<file path="src/rtl/data_memory_ctrl_pkg.sv">
// Shared types and constants for the data memory controller.
//   state_t    : controller FSM states
//   DMEM_INIT0 : power-up contents of word 0 (all other words power up as 0)
package data_mem_pkg;

  typedef enum logic [1:0] {
    IDLE,
    WAIT,
    RESP
  } state_t;

  localparam logic [15:0] DMEM_INIT0 = 16'h00F0;

endpackage

</file>
<file path="src/rtl/data_memory_ctrl_array.sv">
// dmem_array: DEPTH x DATA_W storage with per-byte-lane write enables,
// edge-triggered write and registered read. No reset; contents power up
// with word 0 = DMEM_INIT0 and every other word = 0.
//   clk   : clock
//   en    : perform an access this edge (read data register updates)
//   we    : byte-lane write enables, one bit per 8-bit lane
//   idx   : word index
//   wdata : write data
//   rdata : registered read data (word contents before any same-edge write)
module dmem_array
  import data_mem_pkg::*;
#(
  parameter int unsigned DATA_W = 16,
  parameter int unsigned DEPTH  = 16,
  parameter int unsigned BE_W   = DATA_W / 8,
  parameter int unsigned IDX_W  = (DEPTH > 1) ? $clog2(DEPTH) : 1
) (
  input  logic              clk,
  input  logic              en,
  input  logic [BE_W-1:0]   we,
  input  logic [IDX_W-1:0]  idx,
  input  logic [DATA_W-1:0] wdata,
  output logic [DATA_W-1:0] rdata
);

  logic [DATA_W-1:0] mem [DEPTH] = '{0: DATA_W'(DMEM_INIT0), default: {DATA_W{1'b0}}};

  always_ff @(posedge clk) begin
    if (en) begin
      for (int unsigned i = 0; i < BE_W; i++) begin
        if (we[i]) mem[idx][8*i +: 8] <= wdata[8*i +: 8];
      end
      rdata <= mem[idx];
    end
  end

endmodule

</file>
<file path="src/rtl/data_memory_ctrl.sv">
// data_memory_ctrl: valid/ready wrapper around dmem_array with programmable
// wait states, byte-lane stores and an out-of-range error response.
//   clk, reset           : clock, asynchronous active-low reset
//   req_valid/req_ready  : request handshake (ready only while IDLE)
//   req_write            : 1 = store, 0 = load
//   req_addr/wdata/be    : word address, store data, byte-lane enables
//   rsp_valid/rsp_ready  : response handshake, held until accepted
//   rsp_rdata            : load data (0 for stores and errors)
//   rsp_err              : request address was >= DEPTH
module data_memory_ctrl
  import data_mem_pkg::*;
#(
  parameter int unsigned DATA_W      = 16,
  parameter int unsigned ADDR_W      = 16,
  parameter int unsigned DEPTH       = 16,
  parameter int unsigned WAIT_CYCLES = 1,
  parameter int unsigned BE_W        = DATA_W / 8
) (
  input  logic              clk,
  input  logic              reset,
  input  logic              req_valid,
  output logic              req_ready,
  input  logic              req_write,
  input  logic [ADDR_W-1:0] req_addr,
  input  logic [DATA_W-1:0] req_wdata,
  input  logic [BE_W-1:0]   req_be,
  output logic              rsp_valid,
  input  logic              rsp_ready,
  output logic [DATA_W-1:0] rsp_rdata,
  output logic              rsp_err
);

  localparam int unsigned IDX_W = (DEPTH > 1) ? $clog2(DEPTH) : 1;
  localparam int unsigned CNT_W = (WAIT_CYCLES > 1) ? $clog2(WAIT_CYCLES) : 1;
  localparam logic [CNT_W-1:0] CNT_INIT = (WAIT_CYCLES > 0) ? CNT_W'(WAIT_CYCLES - 1) : '0;
  localparam logic [ADDR_W:0]  DEPTH_X  = (ADDR_W + 1)'(DEPTH);

  state_t            state, state_n;
  logic [CNT_W-1:0]  cnt, cnt_n;
  logic              enter;

  logic              lat_write;
  logic [ADDR_W-1:0] lat_addr;
  logic [DATA_W-1:0] lat_wdata;
  logic [BE_W-1:0]   lat_be;

  logic              acc_write;
  logic [ADDR_W-1:0] acc_addr;
  logic [DATA_W-1:0] acc_wdata;
  logic [BE_W-1:0]   acc_be;
  logic              in_range;

  logic              rd_ok, err_q;
  logic [DATA_W-1:0] arr_rdata;

  // With zero wait states the access happens on the accept edge itself, so
  // the live request fields are used; otherwise the latched copy is used.
  always_comb begin
    acc_write = lat_write;
    acc_addr  = lat_addr;
    acc_wdata = lat_wdata;
    acc_be    = lat_be;
    if (state == IDLE) begin
      acc_write = req_write;
      acc_addr  = req_addr;
      acc_wdata = req_wdata;
      acc_be    = req_be;
    end
  end

  // Full address compared against DEPTH so upper bits never alias.
  assign in_range = ({1'b0, acc_addr} < DEPTH_X);

  always_comb begin
    state_n = state;
    cnt_n   = cnt;
    enter   = 1'b0;
    case (state)
      IDLE: begin
        if (req_valid) begin
          if (WAIT_CYCLES == 0) begin
            state_n = RESP;
            enter   = 1'b1;
          end else begin
            state_n = WAIT;
            cnt_n   = CNT_INIT;
          end
        end
      end
      WAIT: begin
        if (cnt == '0) begin
          state_n = RESP;
          enter   = 1'b1;
        end else begin
          cnt_n = cnt - 1'b1;
        end
      end
      RESP: begin
        if (rsp_ready) state_n = IDLE;
      end
      default: state_n = IDLE;
    endcase
  end

  always_ff @(posedge clk or negedge reset) begin
    if (!reset) begin
      state     <= IDLE;
      cnt       <= '0;
      lat_write <= 1'b0;
      lat_addr  <= '0;
      lat_wdata <= '0;
      lat_be    <= '0;
      rd_ok     <= 1'b0;
      err_q     <= 1'b0;
    end else begin
      state <= state_n;
      cnt   <= cnt_n;
      if (state == IDLE && req_valid) begin
        lat_write <= req_write;
        lat_addr  <= req_addr;
        lat_wdata <= req_wdata;
        lat_be    <= req_be;
      end
      if (enter) begin
        rd_ok <= in_range && !acc_write;
        err_q <= !in_range;
      end
    end
  end

  dmem_array #(
    .DATA_W (DATA_W),
    .DEPTH  (DEPTH),
    .BE_W   (BE_W),
    .IDX_W  (IDX_W)
  ) u_array (
    .clk   (clk),
    .en    (enter && in_range),
    .we    (acc_write ? acc_be : '0),
    .idx   (acc_addr[IDX_W-1:0]),
    .wdata (acc_wdata),
    .rdata (arr_rdata)
  );

  assign req_ready = (state == IDLE);
  assign rsp_valid = (state == RESP);
  assign rsp_err   = (state == RESP) && err_q;
  assign rsp_rdata = ((state == RESP) && rd_ok) ? arr_rdata : '0;

endmodule

</file>
<file path="config.mk">
export PLATFORM = sky130hd
export DESIGN_NAME = data_memory_ctrl
export DESIGN_NICKNAME = d
export VERILOG_FILES = /design/src/rtl/data_memory_ctrl_pkg.sv /design/src/rtl/data_memory_ctrl_array.sv /design/src/rtl/data_memory_ctrl.sv
export SDC_FILE = /design/constraint.sdc
export NUM_CORES = 1
export LEC_CHECK = 0
export ABC_AREA = 1
export BUFFER_PORTS_ARGS = -buffer_cell sky130_fd_sc_hd__buf_2
export CAP_MARGIN = 20
export CORE_AREA = 2 2 178 180
export CTS_BUF_LIST = sky130_fd_sc_hd__clkbuf_4 sky130_fd_sc_hd__clkbuf_8
export CTS_CLUSTER_DIAMETER = 80
export CTS_CLUSTER_SIZE = 24
export DETAILED_ROUTE_END_ITERATION = 6
export DIE_AREA = 0 0 180 182
export PLACE_DENSITY_LB_ADDON = 0.12
export SYNTH_ARGS = -nofsm -noshare
export SYNTH_HDL_FRONTEND = slang
export SYNTH_SLANG_ARGS = --single-unit
</file>
<file path="constraint.sdc">
create_clock -name clk -period 3.06 [get_ports clk]
set_input_delay 0.765 -clock clk [delete_from_list [all_inputs] [get_ports clk]]
set_output_delay 0.765 -clock clk [all_outputs]
set_load 0.1 [all_outputs]
</file>
== Yosys cells after proc, flatten, opt, wreduce, memory -nomap -nowiden ==
Memory sizes are Yosys's and may differ from the RTL's. A register that Yosys moved wholly into a read port is not among the register bits.
Cells that the tools add are included.
W data, S select, Z words.
Word-level totals
  register bits after elaboration: 40
  latch bits: 0
  bits in writable memories: 256
  bits in read-only memories: 0
  input bits: 39
  output and inout port bits: 19
  logic and storage cells: 48
  memories: 1
Memory list
  u_array.mem: words 16, width 16, rd ports 1, clocked after memory_dff 1, wr ports 1, RTL line data_memory_ctrl_array.sv:26  | logic [DATA_W-1:0] mem [DEPTH] = '{0: DATA_W'(DMEM_INIT0), default: {DATA_W{1'b0}}};
Cells by class
  add/sub/neg operators: 1
  multipliers: 0
  div/mod/pow operators: 0
  magnitude comparators: 1
  equal/unequal tests: 5
  shift operators: 0
  multiplexer cells: 21
  bitwise gates (word level): 0
  reduce and logical (&&, ||, !) cells: 11
Operator list (count)
  $mux W16: 3
  $lt A16 B5 Y1 const B: 1
  $mux W1: 11
  $mux W2: 5
  $pmux W2 S3: 1
  $logic_and A1 B1 Y1: 5
  $ne A2 B2 Y1 const B: 2
  $reduce_and A3 Y1: 1
  $eq A2 B1 Y1 const B: 1
  $eq A2 B2 Y1 const B: 1
  $logic_not A1 Y1: 2
  $logic_not A2 Y1: 1
  $ne A2 B1 Y1 const B: 1
  $pmux W1 S2: 1
  $reduce_and A2 Y1: 1
  $reduce_bool A2 Y1: 1
  $sub A1 B1 Y1 const B: 1

== Logic depth before layout (Yosys ltp) ==
  word-level depth: 6
  gate-level depth with buffers: 14
  mapped depth without buffers: 12

== Cells and area by module ==
From an unflattened synthesis, not the netlist that was laid out.
Unflattened totals
  cells, all modules: 1389
  area total of the unflattened synthesis: 13599.3 um2
Modules (own cells, without submodules)
  dmem_array: times used 1, cells each 1090, area an instance 11456.0 um2, sequential area each 8167.8 um2
  data_memory_ctrl: times used 1, cells each 299, area an instance 2143.3 um2, sequential area each 975.9 um2

== Worst setup path after synthesis ==
Ideal clock, no wire load.
  path type: register to output
  start point: reg state[0]
  end point: out rsp_rdata[10]
  arrival: 3.704 ns
  required time: 2.295 ns
  slack: -1.409 ns
  cell stages (with the launch flop): 5
  buffers on the path: 1
  cell sequence: dfrtp_1 nor2_1 nand2_1 clkbuf_1 nor2_1
On the way
  longest elaborated chain between the ends: 3
RTL lines
  start, declared: RTL line data_memory_ctrl.sv:38  | state_t state, state_n;
  start signal, assigned: RTL line data_memory_ctrl.sv:116  | state <= state_n;
  $eq A2 B2 Y1
  net rsp_valid: RTL line data_memory_ctrl.sv:27  | output logic rsp_valid,
  $logic_and A1 B1 Y1: RTL line data_memory_ctrl.sv:148  | assign rsp_rdata = ((state == RESP) && rd_ok) ? arr_rdata : '0;
  $mux W16: RTL line data_memory_ctrl.sv:148
  end, declared: RTL line data_memory_ctrl.sv:29  | output logic [DATA_W-1:0] rsp_rdata,
The timed path passes the listed nets, and every way through them passes these cells.

== Worst setup path in the final report ==
  start point: reg state[0]
  end point: out req_ready
On the way
  longest elaborated chain between the ends: 1
RTL lines
  $logic_not A2 Y1: RTL line data_memory_ctrl.sv:145  | assign req_ready = (state == IDLE);
  end, declared: RTL line data_memory_ctrl.sv:22  | output logic req_ready,
Every way passes these cells.

==> results.md <==
- Clock transition at path regs: 0.16 ns
- Cell family with the largest share of critical-path delay: buffers and inverters
- Synthesis-stage register bit count: 311
- Fraction of the core area covered by cells at the end of the flow: 0.495
- FMAX: 361 MHz
- Routed via count: 9427
- Endpoint type of the worst setup path: output pin
- P_leak: 6.55 nW
- Max-slew violation total from the final report: 0
- Launch point of the critical path: state[0]
- Gpl congestion: 0.798
- Cells after Synth: 1373
- Initial core utilization: 0.442
- Unrepaired setup endpoints after global routing: no
- Post-synth net total: 1412
- Hold Worst Slack: 0.297 ns
- Post-detailed-routing wire length: 34.6 mm
- Vertical die dimension: 182 microns
- Post-Synthesis Mean Instance Area: 9.97 sq um
- Synthesis Warnings: 0
- Netlist cell types: 25
- Met2 track demand over resource in global routing: 0.355
- Max-cap violation count: 0
- Cell depth of the worst flop-to-flop path: 7
- Share of layout cells above drive strength 1: 0.140
- Sequential group share of total power: 0.394
- Setup fix buffers added after clock tree synthesis: 0
- Max Clock Skew: 0.0243 ns
- Die Wd: 180 microns
- Residual overflow from global routing: 0
- Max clock buf depth: 3
- Top-level I/O count: 58
- Class of the most critical setup path: reg -> out
- Worst path buffer plus inverter count: 1
- H-tree levels: 1
- Number of gates resized after CTS: 0
- Combinational power share: 0.467
- HP Class: in -> async
- Layer with the highest usage after global routing: met2
- WP data arrival: 2.00 ns
- Largest net degree at the start of global routing: 113
- Capturing point of the worst reg2reg path: u_array.mem[13][9]
- Maximum fanout along the worst path: 14
- Min Clock Period, post-route: 2.77 ns
- Cell type with the largest total area after synthesis: sky130_fd_sc_hd__edfxtp_1
- GR Layer Usage met1: 0.305
- Root buffer cell: sky130_fd_sc_hd__clkbuf_8
- Clock network fraction of total power: 0.139
- Post-layout nets: 1479
- Row count: 65
- Number of iterations in the first detailed-routing pass: 7
- Worst relative slew slack: 0.358
- Met3 global-route usage: 0.0239
- Initial detailed-routing violation count: 754
- Standard cell with the maximum stage delay on the critical path: sky130_fd_sc_hd__buf_2
- Placeable core region: 31000 sq um
- Cells along the critical path: nor2_4 -> buf_2
- Cell area after synthesis: 13700 sq um
- Fraction of the cycle the final worst path needs: 0.904
- Total of hold buffers inserted after clock tree synthesis: 0
- CP required: 2.29 ns
- Critical Path Start Type: register
- Number of diodes: 0
- RR Startpoint: state[0]
- Top cells by area, synth: sky130_fd_sc_hd__edfxtp_1, sky130_fd_sc_hd__nand2_1, sky130_fd_sc_hd__dfrtp_1
- Dpl hpwl: 21.3 mm
- EDFF count, synth: 272
- Internal Dissipation: 7.98 mW
- Clock network latency to the later pin of the worst-skew pair: 0.57 ns
- Area share of the largest cell type after synthesis: 0.597
- Full die area: 32800 sq um
- Slowest stage delay, CP: 0.52 ns
- TritonCTS Sinks: 311
- Net switching component of the power: 6.49 mW
- Most common cell in the netlist: sky130_fd_sc_hd__nand2_1
- Power Dens Cells: 944 nW/um^2
- Antenna violations before repair: 0
- Transition at the pin with the smallest max-transition slack: 0.964 ns
- Register-to-register path setup slack: 0.51 ns
- Net switching fraction of the power: 0.449
- VDD IR-drop max: 0.673 mV
- Area added between synthesis and finish: 12.0%
- TritonCTS clock tree: yes
- Run status: finished clean
- # port buffers: 57
- Sequential share of the synthesized area: 0.668
- Count of final hold-check violations: 0
- Via count of the first global-routing pass: 9336
- Average wire per standard cell: 18.7 microns
- Residual DRC count: 0
- Post-detailed-route count of antenna-violating nets: 0
- GRT Resource Usage Total: 0.214
- Top FF cell, synth: sky130_fd_sc_hd__edfxtp_1
- Wire length of the first global-routing pass: 54.1 mm
- Final setup violation count: 0
- Top cell types by occurrence after synthesis: sky130_fd_sc_hd__nand2_1, sky130_fd_sc_hd__edfxtp_1, sky130_fd_sc_hd__nand3_1
- Via/cell ratio: 5.09
- Number of buffers created by CTS: 17
- Share of flip-flops with an asynchronous set or reset: 0.125
- Sum Neg Setup Slack: 0 ns
-- worst max path at each step --
stage	end	slack [ns]	cells past startpoint
global route	req_ready	0.16	2
detailed placement	u_array.mem[9][15]	0.55	8
finish	req_ready	0.29	2
global placement	u_array.mem[13][14]	0.50	7
CTS	req_ready	0.25	2
floorplan	rsp_rdata[10]	0.08	5
-- registers in the layout (all words and copies together), names as in the netlist --
register,flops
lat_wdata,16
lat_addr,16
state,2
lat_be,2
rd_ok,1
u_array.rdata,16
lat_write,1
u_array.mem,256
err_q,1
-- through the flow --
| step | cells | setup slack (ns) | power, mW | instance area, sq um |
|---|---|---|---|---|
| finish | 1853 | 0.294 | 14.5 | 15300 |
| global route | 1853 | 0.163 | 15.5 | 15300 |
| CTS | 1853 | 0.255 | 14.6 | 15300 |
| detailed placement | 1823 | 0.547 | 12.6 | 15000 |
| global placement | 1823 | 0.498 | 12.6 | 15000 |
| floorplan | 1373 | 0.0849 | 10.3 | 13800 |
-- power by group through the flow --
stage	registers (mW)	clock network (mW)	logic [mW]
finish	5.71	2.01	6.76
detailed placement	5.80	0	6.77
CTS	5.71	2.06	6.79
global placement	5.79	0	6.76
floorplan	5.79	0	4.55
global route	5.75	2.20	7.57
-- cell type report --
class / instances / area [sq um]
fill: 2864 / 15700
sequential: 311 / 9140
multi-input combinational: 899 / 3950
timing repair buffer: 126 / 1070
tap: 402 / 503
inverter: 85 / 324
clock buffer: 23 / 279
clock inverter: 7 / 68.8
-- per-layer routing --
metal | share of wire | up-vias
li1 | - | 4644
met5 | 0 | -
met1 | 0.45 | 4499
met3 | 0.049 | 41
met2 | 0.48 | 243
met4 | 0.019 | 0
-- cell families after synthesis --
group	Yosys count	synth area share
and+or+nand+nor	851	0.257
DFF	311	0.668
buffers and inverters	163	0.0545
AOI/OAI and AO/OA	48	0.0201
-- cells in the final DEF, fill, tap and decap left out, drive strengths merged, types with 3 or more instances in the layout --
cell type / Yosys / final
nand3: 176 / 176
dfrtp: 39 / 39
buf: 66 / 126
nand2: 611 / 611
clkbuf: 12 / 23
edfxtp: 272 / 272
clkinv: 0 / 3
o21ai: 44 / 44
inv: 85 / 86
nor2: 32 / 32
nor3: 32 / 32
Note: power is estimated with default switching activity, not from simulation.
